**src/rtl/block_tx_serializer.sv**
```systemverilog
// Block-to-byte serializer for the UART transmit path: one active block being
// shifted out a byte at a time plus one pending block for gap-free streaming.
module block_tx_serializer #(
    parameter int unsigned BYTE_W    = 8,
    parameter int unsigned NUM_BYTES = 8,
    parameter int unsigned MSB_FIRST = 1
) (
    input  logic                                 clk_100MHz,
    input  logic                                 reset,
    input  logic                                 load_valid,
    output logic                                 load_ready,
    input  logic [BYTE_W*NUM_BYTES-1:0]          load_data,
    input  logic                                 abort,
    output logic [BYTE_W-1:0]                    tx_data,
    output logic                                 tx_valid,
    input  logic                                 tx_ready,
    output logic [$clog2(NUM_BYTES+1)-1:0]       bytes_left,
    output logic                                 busy,
    output logic                                 empty,
    output logic                                 overrun
);

    localparam int unsigned BLK_W = BYTE_W * NUM_BYTES;
    localparam int unsigned CNT_W = $clog2(NUM_BYTES + 1);

    typedef enum logic {
        IDLE = 1'b0,
        SEND = 1'b1
    } state_t;

    state_t             state_q, state_d;
    logic [BLK_W-1:0]   shift_q, shift_d;
    logic [CNT_W-1:0]   cnt_q, cnt_d;
    logic [BLK_W-1:0]   pend_q, pend_d;
    logic               pend_valid_q, pend_valid_d;
    logic               empty_q, empty_d;
    logic               overrun_q, overrun_d;

    logic               load_acc;
    logic               byte_xfer;
    logic               last_xfer;
    logic [BLK_W-1:0]   shift_next;

    // Outputs come straight from flops; the active flag is the SEND state.
    assign tx_valid   = (state_q == SEND);
    assign busy       = (state_q == SEND);
    assign bytes_left = cnt_q;
    assign empty      = empty_q;
    assign overrun    = overrun_q;
    assign load_ready = !pend_valid_q;
    assign tx_data    = (MSB_FIRST != 0) ? shift_q[BLK_W-1 -: BYTE_W]
                                         : shift_q[BYTE_W-1:0];

    // Handshake qualifiers and the byte-advanced view of the shift register.
    always_comb begin
        load_acc   = load_valid && !pend_valid_q;
        byte_xfer  = (state_q == SEND) && tx_ready;
        last_xfer  = byte_xfer && (cnt_q == CNT_W'(1));
        shift_next = (MSB_FIRST != 0)
                   ? {shift_q[BLK_W-BYTE_W-1:0], BYTE_W'(0)}
                   : {BYTE_W'(0), shift_q[BLK_W-1:BYTE_W]};
    end

    // Next-state: byte advance, block completion/promotion, load steering, abort.
    always_comb begin
        state_d      = state_q;
        shift_d      = shift_q;
        cnt_d        = cnt_q;
        pend_d       = pend_q;
        pend_valid_d = pend_valid_q;
        overrun_d    = load_valid && pend_valid_q;

        if (abort) begin
            state_d      = IDLE;
            shift_d      = '0;
            cnt_d        = '0;
            pend_d       = '0;
            pend_valid_d = 1'b0;
        end else begin
            if (last_xfer) begin
                if (pend_valid_q) begin
                    shift_d      = pend_q;
                    cnt_d        = CNT_W'(NUM_BYTES);
                    pend_valid_d = 1'b0;
                end else if (load_acc) begin
                    shift_d = load_data;
                    cnt_d   = CNT_W'(NUM_BYTES);
                end else begin
                    state_d = IDLE;
                    shift_d = '0;
                    cnt_d   = '0;
                end
            end else if (byte_xfer) begin
                shift_d = shift_next;
                cnt_d   = cnt_q - CNT_W'(1);
            end

            // A load completing alongside the last byte was handled above.
            if (load_acc && !last_xfer) begin
                if (state_q == IDLE) begin
                    state_d = SEND;
                    shift_d = load_data;
                    cnt_d   = CNT_W'(NUM_BYTES);
                end else begin
                    pend_d       = load_data;
                    pend_valid_d = 1'b1;
                end
            end
        end

        empty_d = (state_d == IDLE) && !pend_valid_d;
    end

    // State and datapath registers.
    always_ff @(posedge clk_100MHz or posedge reset) begin
        if (reset) begin
            state_q      <= IDLE;
            shift_q      <= '0;
            cnt_q        <= '0;
            pend_q       <= '0;
            pend_valid_q <= 1'b0;
            empty_q      <= 1'b1;
            overrun_q    <= 1'b0;
        end else begin
            state_q      <= state_d;
            shift_q      <= shift_d;
            cnt_q        <= cnt_d;
            pend_q       <= pend_d;
            pend_valid_q <= pend_valid_d;
            empty_q      <= empty_d;
            overrun_q    <= overrun_d;
        end
    end

endmodule

```
**config.mk**
```make
export PLATFORM = sky130hd
export DESIGN_NAME = block_tx_serializer
export DESIGN_NICKNAME = d
export VERILOG_FILES = /design/src/rtl/block_tx_serializer.sv
export SDC_FILE = /design/constraint.sdc
export NUM_CORES = 1
export LEC_CHECK = 0
export ABC_AREA = 1
export CAP_MARGIN = 30
export CORE_AREA = 2 2 175 91
export DETAILED_ROUTE_END_ITERATION = 8
export DIE_AREA = 0 0 177 93
export PLACE_DENSITY_LB_ADDON = 0.15
export SYNTH_ARGS = -nofsm -noshare
export SYNTH_HDL_FRONTEND = slang
export SYNTH_SLANG_ARGS = --single-unit
```
**constraint.sdc**
```tcl
create_clock -name clk_100MHz -period 10.7 [get_ports clk_100MHz]
set_input_delay 1.605 -clock clk_100MHz [delete_from_list [all_inputs] [get_ports clk_100MHz]]
set_output_delay 1.605 -clock clk_100MHz [all_outputs]
set_load 0.02 [all_outputs]
```
==> results by group, run 1 <==
Routing
  • DRT iter0 DRCs: 828
  • # DRC: 0
  • Initial DRT Pass Iterations: 6
  • Via density: 5.45
  • Vias post-DR: 7953
  • Final ANT Viol Nets: 0
  • Drt wl/cell: 15.6 µm
  • Final wirelength: 22.8 mm

Synth
  • Post-synthesis cell type count: 24
  • Share of the synthesized area in the top cell type: 41.7%
  • Fraction of registers with async set or reset after synthesis: 100%
  • Most used DFF post-synth: dfrtp_1
  • Cell taking the most area after synthesis: dfrtp_1
  • Synth Net Count: 1300
  • Number of synthesized flops with an enable pin: 0
  • Register bit total from synthesis: 136
  • Syn Area/Cell: 6.59 µm²
  • Top post-synthesis cells by count: nand2_1 (608), nand3_1 (186), dfrtp_1 (135)
  • Synth area leaders: dfrtp_1 (42%), nand2_1 (28%), nand3_1 (11%)
  • Most frequent cell after synthesis: nand2_1
  • Register area share after synthesis: 42.0%
  • Synth Warn #: 0
  • Mapped Area: 0.00810 mm²
  • Cells after Synth: 1229

Timing
  • Clock skew: 12.5 ps
  • Fmax: 0.172 GHz
  • Final period utilization: 54.2%
  • Hold Vio Cnt, Final: 0
  • Slew margin rel.: 39.7%
  • Worst-margin pin slew: 902 ps
  • Tmin final: 5800 ps
  • Final setup TNS: 0 ps
  • RSZ-0062 raised after global routing: false
  • Max-slew violations: 0
  • Final setup vio count: 0

Floorplanning
  • Top-level I/O count: 86
  • Die X-Extent: 177 µm
  • Starting Density: 54.0%
  • Die area: 0.0165 mm²
  • Core ar.: 0.0150 mm²
  • Chip Height: 93 µm
  • Num rows: 32

Global routing
  • First-pass GRT wire length: 37.6 mm
  • Largest net degree at the start of global routing: 83
  • GRT busiest layer: met1
  • Met3 usage: 6.18%
  • Vias in the first global route: 7188
  • Gr ovfl total: 0
  • Met2 GRT Util: 39.1%
  • Initial antenna violation count: 0
  • Met1 Use GR: 46.5%
  • Total Routing Usage GR: 29.1%

Final layout
  • Final #Nets: 1313
  • Final Cell Area: 0.00943 mm²
  • Area grow syn2layout: 16.4%
  • Layout Cells excl Fill: 1459
  • Ant diodes: 0
  • Share of layout cells above drive strength 1: 4.54%

Placed design
  • Post-place instance area: 0.00874 mm²
  • IO Port Bufs: 85
  • HPWL after DPL: 13.8 mm
  • Routability congestion estimate: 0.892
  • Placed insts: 1426

Setup path
  • Crit end category: flop
  • CP max FO: 70
  • Critical Path RT: 11050 ps
  • Worst EP arrival: 6160 ps
  • Critical path launch point type: primary input
  • Critical setup path kind: primary input to flop

Clock network
  • CTS root buffer: clkbuf_16
  • # resized after CTS: 0
  • Worst-path clk slew: 60 ps
  • Post-CTS Setup Bufs: 0
  • Worst-case clock buffer depth: 2
  • CTS tree: built
  • H-tree depth: 4
  • # clock sinks: 136
  • Skew-Pair Late Insertion Delay: 430 ps
  • Cts-stage hold buffer count: 0
  • Total CTS buffers: 17

Hold path
  • Hold Path Class: flop to flop

Power
  • PD cells: 157 mW/mm²
  • Max VDD drop: 0.120 mV
  • Leakage: 5.02 nW

Status
  • Outcome: finished, final reports clean

Flow run
  • Max-Cap Viols: 0
-- registers in the layout (all words and copies together) (netlist names) --
signal	count
overrun	1
busy	1
shift_q	64
pend_valid_q	1
empty	1
bytes_left	4
pend_q	64
-- power breakdown --
part	switching (mW)	internal (mW)	total, mW
registers	0.0262	0.548	0.574
logic	0.155	0.0874	0.243
clock network	0.243	0.423	0.666
-- cell families (layout without fill, tap and decap cells) --
family / after synthesis / count (layout) / synth area share (%)
xor gates and xnor gates: 1 / 1 / 0.108
adders and majority gates: 2 / 2 / 0.309
AOI/OAI and AO/OA: 67 / 67 / 4.14
DFF: 136 / 136 / 42.0
and+or+nand+nor: 903 / 903 / 45.3
buffers and inverters: 120 / 146 / 8.14
-- per-layer routing --
metal  wire [µm]  share of wire (%)
met1       11300                 50
met2        8930                 39
met3        2250                9.9
met4         293                1.3
met5           0                  0
-- cell usage in the layout, fill, tap and decap left out --
master and n:
ha_1 2, nand3_4 2, clkinvlp_4 2, clkbuf_16 17
clkdlybuf4s50_1 85, a21oi_1 19, xor2_1 1, buf_4 7
bufinv_16 5, inv_2 4, nand4_1 1, buf_16 2
nand3_1 186, nor2_4 2, nand2_1 608, or2_2 1
nor2_1 101, clkbuf_8 1, dfrtp_1 134, clkbuf_1 1
nand2_2 1, buf_12 1, inv_4 2, dfstp_2 1
inv_6 4, clkinv_4 3, inv_1 12, dfrtp_2 1
o21ai_0 48, nand3_2 1
-- cell type report --
| class | count | area [µm²] |
|---|---|---|
| Sequential cell | 136 | 3410 |
| Inverter | 19 | 81.3 |
| Clock buffer | 19 | 443 |
| Timing Repair Buffer | 95 | 978 |
| Tap cell | 204 | 255 |
| Fill cell | 1390 | 5590 |
| Multi-Input combinational cell | 973 | 4050 |
| Clock inverter | 13 | 218 |
-- worst max-delay path, cell delays in order --
cell,delay [ps]
clkdlybuf4s50_1,780
nand2_2,160
buf_4,570
inv_4,360
nand3_4,590
nand3_4,780
inv_2,970
nor2_1,130
nor2_1,150
-- worst paths after layout --
| check | start | to | slack (ps) | depth (start not counted) |
|---|---|---|---|---|
| min | pend_q[60] | pend_q[60] | 510 | 2 |
| max | tx_ready | shift_q[13] | 4900 | 9 |
| max in group asynchronous | reset | empty | 8070 | 4 |
| min reg2reg | pend_q[60] | pend_q[60] | 510 | 2 |
| max reg2reg | busy | shift_q[13] | 6170 | 8 |
| min in group asynchronous | reset | pend_q[6] | 1630 | 2 |
-- per-stage QoR --
| step | utilization (%) | hold WS (ps) | total power, mW | setup slack (ps) |
|---|---|---|---|---|
| after detailed placement | 58.2 | 495 | 0.819 | 4490 |
| after CTS | 62.6 | 515 | 1.49 | 4940 |
| after global placement | 57.9 | 491 | 0.813 | 4640 |
| after global routing | 62.8 | 532 | 1.55 | 4540 |
| after floorplan | - | 476 | 0.742 | 5460 |
| final | 62.8 | 506 | 1.48 | 4900 |
(Power assumes the default switching activity.)
==> run 2: changes to the inputs <==
==> constraint.sdc (replaced) <==
create_clock -name clk_100MHz -period 5.7 [get_ports clk_100MHz]
set_input_delay 0.855 -clock clk_100MHz [delete_from_list [all_inputs] [get_ports clk_100MHz]]
set_output_delay 0.855 -clock clk_100MHz [all_outputs]
set_load 0.02 [all_outputs]
==> run 2 against run 1 <==
Flip-flop and latch count unchanged. Core utilization decreased by 0.41 points. Sequential power increased by 88%. Sequential share of layout area increased by 0.24 points. Setup slack got worse by 3000 ps. Worst hold slack got worse by 2.1 ps. Register-to-register slack got worse by 4100 ps. Critical path depth unchanged. Critical path type unchanged. Critical endpoint is now pend_q[2]. Largest cell class unchanged. Highest routed layer unchanged.
==> results by group, run 2 (same netlist as run 1, synthesis figures left out) <==
Floorplanning
  • Die X-Extent: 177 µm
  • Chip Height: 93 µm
  • Starting Density: 54.0%
  • Die area: 0.0165 mm²
  • Num rows: 32
  • Top-level I/O count: 86
  • Core ar.: 0.0150 mm²

Status
  • Outcome: finished, final reports clean

Final layout
  • Final Cell Area: 0.00937 mm²
  • Reg area: 0.00341 mm²
  • Final #Nets: 1315
  • Commonest non-fill, non-tap cell in the layout: nand2_1
  • Area grow syn2layout: 15.6%
  • Core Util, Final: 62.4%
  • Fillers: 1378
  • Share of layout cells above drive strength 1: 4.62%
  • Most frequent cells in the layout: nand2_1 (608), nand3_1 (186), dfrtp_1 (134), nor2_1 (101), clkdlybuf4s50_1 (85)
  • Ant diodes: 0
  • Multi-input gate area: 0.00405 mm²

Setup path
  • Worst setup path startpoint: tx_ready
  • Critical path launch point type: primary input
  • R2R Path End: pend_q[2]
  • R2R depth: 7
  • CP max FO: 64
  • Crit end category: flop
  • Critical setup path kind: primary input to flop
  • Critical Path RT: 6050 ps
  • Reg-to-Reg Start: busy
  • Worst EP arrival: 4120 ps
  • R2R Setup Slk: 2100 ps

Timing
  • Final setup TNS: 0 ps
  • Final worst setup slack: 1940 ps
  • Final period utilization: 66.0%
  • Hold Vio Cnt, Final: 0
  • Fmax: 0.266 GHz
  • Max-slew violations: 0
  • RSZ-0062 raised after global routing: false
  • Final setup vio count: 0
  • Tmin final: 3760 ps
  • Clock skew: 9.25 ps
  • Worst-margin pin slew: 941 ps
  • Slew margin rel.: 37.2%

Clock network
  • # resized after CTS: 0
  • Cts-stage hold buffer count: 0
  • Worst-path clk slew: 60 ps
  • # clock sinks: 136
  • Post-CTS Setup Bufs: 0
  • CTS root buffer: clkbuf_16
  • Worst-case clock buffer depth: 2
  • CTS tree: built
  • Skew-Pair Late Insertion Delay: 430 ps
  • Total CTS buffers: 17
  • H-tree depth: 4

Hold path
  • Hold EP: pend_q[58]
  • Hold Path Class: flop to flop
  • Hold wc startpoint: pend_q[58]
  • Hold depth: 2

Routing
  • Final ANT Viol Nets: 0
  • Vias post-DR: 7970
  • # DRC: 0
  • DRT iter0 DRCs: 945
  • Initial DRT Pass Iterations: 5
  • Drt wl/cell: 16.1 µm
  • Via density: 5.46
  • Final wirelength: 23.5 mm

Power
  • Power Total: 2.68 mW
  • PD cells: 287 mW/mm²
  • Max VDD drop: 0.206 mV
  • Leakage: 4.99 nW

Flow run
  • Max-Cap Viols: 0

Placed design
  • Post-Place Worst Slack: 1600 ps
  • Post-place instance area: 0.00876 mm²
  • HPWL after DPL: 13.5 mm
  • IO Port Bufs: 85
  • Routability congestion estimate: 0.857

Global routing
  • First-pass GRT wire length: 38.1 mm
  • Vias in the first global route: 7158
  • Total Routing Usage GR: 29.9%
  • Largest net degree at the start of global routing: 93
  • Initial antenna violation count: 0
  • Gr ovfl total: 0
==> run 2: changes by cell type in the layout (fill, tap and decap cells not counted) <==
cell	previous run	this run
clkinv_4	3	1
bufinv_16	5	3
clkinv_2	0	2
inv_6	4	2
clkinvlp_4	2	4
buf_4	7	10
clkbuf_8	1	2
buf_16	2	1
==> run 2: report_power, final <==
part | switching (mW) | leakage (nW) | internal, mW
logic | 0.296 | 2.87 | 0.164
registers | 0.0477 | 1.84 | 1.03
clock network | 0.439 | 0.285 | 0.708
==> run 2: per-layer routing <==
metal / global-route usage (%) / up-vias / routed length [µm]
met1: 46.5 / 3643 / 11400
met5: 0 / - / 0
met4: 7.71 / 0 / 221
met2: 41.3 / 417 / 9170
met3: 6.91 / 22 / 2710
li1: - / 3888 / -
==> run 2: worst max path at each step <==
stage	endpoint	cells after the start	slack, ps
6_report	pend_q[2]	9	1940
5_1_grt	bytes_left[0]	9	1720
4_1_cts	pend_q[2]	9	2000
3_5_place_dp	pend_q[32]	10	1600
3_3_place_gp	bytes_left[1]	9	1690
2_1_floorplan	busy	1	1210
==> run 2: per-stage QoR <==
step,instances,hold WS (ps)
final,1460,503
after global routing,1460,530
after CTS,1460,510
after detailed placement,1429,494
after global placement,1428,492
after floorplan,1229,476
==> run 2: worst max-delay path: stages <==
cell	delay, ps
clkdlybuf4s50_1	460
buf_4	240
nand2_2	100
inv_4	430
nand3_4	710
nand3_2	280
buf_4	660
nand3_1	200
nand2_1	140
==> run 2: cell type report <==
| cell class | instances | share of cell area, % |
|---|---|---|
| well taps | 204 | 2.72 |
| flip-flops and latches | 136 | 36.4 |
| repair buffers | 97 | 10.4 |
| inverters | 19 | 0.868 |
| clock buffers | 20 | 4.88 |
| clock inverters | 11 | 1.58 |
| multi-input cells | 973 | 43.2 |
==> run 3: changes to the inputs <==
--- a/config.mk
+++ b/config.mk
@@ -7,9 +7,9 @@
 export LEC_CHECK = 0
 export ABC_AREA = 1
 export CAP_MARGIN = 30
-export CORE_AREA = 2 2 175 91
+export CORE_AREA = 2 2 180 94
 export DETAILED_ROUTE_END_ITERATION = 8
-export DIE_AREA = 0 0 177 93
+export DIE_AREA = 0 0 182 96
 export PLACE_DENSITY_LB_ADDON = 0.15
 export SYNTH_ARGS = -nofsm -noshare
 export SYNTH_HDL_FRONTEND = slang
==> constraint.sdc (replaced) <==
create_clock -name clk_100MHz -period 3.1 [get_ports clk_100MHz]
set_input_delay 0.465 -clock clk_100MHz [delete_from_list [all_inputs] [get_ports clk_100MHz]]
set_output_delay 0.465 -clock clk_100MHz [all_outputs]
set_load 0.02 [all_outputs]
==> run 3 against run 2 <==
Clock skew rose by 2.5 ps. Sequential power rose by 83%. Non-clock buffer count rose by 10. Final area rose by 1.2%. Die area rose by 6.1%. Sequential share of layout area fell by 0.43 points. Global-route usage fell by 1.1 points. Clock power rose by 81%. Final cell count rose by 1.2%. Combinational power rose by 89%. Power rose by 83%. Largest power group unchanged.
==> results by group, run 3 (same netlist as run 1, synthesis figures left out) <==
Clock network
  • Post-CTS Setup Bufs: 0
  • Skew-Pair Late Insertion Delay: 420 ps
  • # resized after CTS: 0
  • Total CTS buffers: 17
  • H-tree depth: 4
  • Cts-stage hold buffer count: 0
  • # clock sinks: 136
  • Worst-case clock buffer depth: 2
  • Worst-path clk slew: 60 ps
  • CTS tree: built
  • CTS root buffer: clkbuf_16

Global routing
  • Total Routing Usage GR: 28.8%
  • First-pass GRT wire length: 39.3 mm
  • Initial antenna violation count: 0
  • Gr ovfl total: 0
  • Largest net degree at the start of global routing: 137
  • Vias in the first global route: 7324

Final layout
  • Commonest non-fill, non-tap cell in the layout: nand2_1
  • Final #Nets: 1325
  • Most frequent cells in the layout: nand2_1 (608), nand3_1 (186), dfrtp_1 (134), nor2_1 (101), clkdlybuf4s50_1 (85)
  • Ant diodes: 0
  • Core Util, Final: 59.5%
  • Area grow syn2layout: 17.0%
  • Share of layout cells above drive strength 1: 5.13%
  • Fillers: 1490

Routing
  • Initial DRT Pass Iterations: 5
  • Vias post-DR: 8015
  • DRT iter0 DRCs: 864
  • Drt wl/cell: 16.1 µm
  • Final ANT Viol Nets: 0
  • # DRC: 0
  • Via density: 5.43
  • Final wirelength: 23.8 mm

Placed design
  • Routability congestion estimate: 0.872
  • Post-Place Worst Slack: 462 ps
  • IO Port Bufs: 85
  • HPWL after DPL: 14.4 mm

Setup path
  • Critical Path RT: 3440 ps
  • Critical path launch point type: flop
  • Worst EP arrival: 2720 ps
  • Crit end category: flop
  • CP max FO: 29
  • Critical setup path kind: flop to flop

Floorplanning
  • Die area: 0.0175 mm²
  • Die X-Extent: 182 µm
  • Core ar.: 0.0159 mm²
  • Top-level I/O count: 86
  • Num rows: 33
  • Chip Height: 96 µm
  • Starting Density: 50.8%

Hold path
  • Hold Path Class: flop to flop

Timing
  • Final setup vio count: 0
  • Final worst setup slack: 723 ps
  • Tmin final: 2380 ps
  • Slew margin rel.: 44.6%
  • Clock skew: 11.8 ps
  • RSZ-0062 raised after global routing: false
  • Worst hold slack: 508 ps
  • Worst-margin pin slew: 832 ps
  • Final period utilization: 76.7%
  • Final setup TNS: 0 ps
  • Fmax: 0.421 GHz
  • Hold Vio Cnt, Final: 0
  • Max-slew violations: 0

Status
  • Outcome: finished, final reports clean

Power
  • PD cells: 520 mW/mm²
  • Max VDD drop: 0.436 mV
  • Leakage: 5.05 nW

Flow run
  • Max-Cap Viols: 0
-- run 3: area by class of cell --
cell class	instances	area (µm²)	area share (%)
multi-input cells	973	4050	42.7
clock inverters	8	120	1.27
flip-flops and latches	136	3410	35.9
clock buffers	24	472	4.98
well taps	210	263	2.77
repair buffers	107	1090	11.5
inverters	19	80.1	0.845
-- run 3: path summary, 6_finish.rpt --
check / cells past startpoint / end / slack, ps / start
worst max-delay path: 9 / shift_q[19] / 720 / busy
worst min-delay path: 2 / pend_q[59] / 510 / pend_q[59]
worst max register to register: 9 / shift_q[19] / 720 / busy
worst min register to register: 2 / pend_q[59] / 510 / pend_q[59]
max in group asynchronous: 3 / pend_valid_q / 1820 / reset
min in group asynchronous: 3 / pend_q[10] / 560 / reset
-- run 3: power by group --
part | internal (mW) | switching (mW)
clock | 1.30 | 0.773
combinational | 0.317 | 0.552
sequential | 1.89 | 0.0863
total | 3.51 | 1.41
-- run 3: layer usage --
| metal | GRT usage [%] | vias to the layer above | part of all wire, % |
|---|---|---|---|
| met5 | 0 | - | 0 |
| met4 | 6.45 | 0 | 0.93 |
| met3 | 4.65 | 20 | 8.4 |
| met2 | 40.1 | 359 | 39 |
| met1 | 46.2 | 3728 | 52 |
| li1 | - | 3908 | - |
-- run 3: stage by stage --
step                power (mW)  cells  area [µm²]
global placement          2.85   1445        8890
global route              5.14   1477        9480
floorplan                 2.56   1229        8110
finish                    4.92   1477        9480
detailed placement        2.86   1445        8890
CTS                       4.93   1477        9480
-- run 3: critical path, cell delays in order, from the launching register on --
cell	delay (ps)
dfrtp_1	400
buf_4	230
nand2_2	130
inv_4	40
nand3_4	240
nand3_4	360
inv_2	430
buf_12	250
nor2_1	70
nor2_1	110
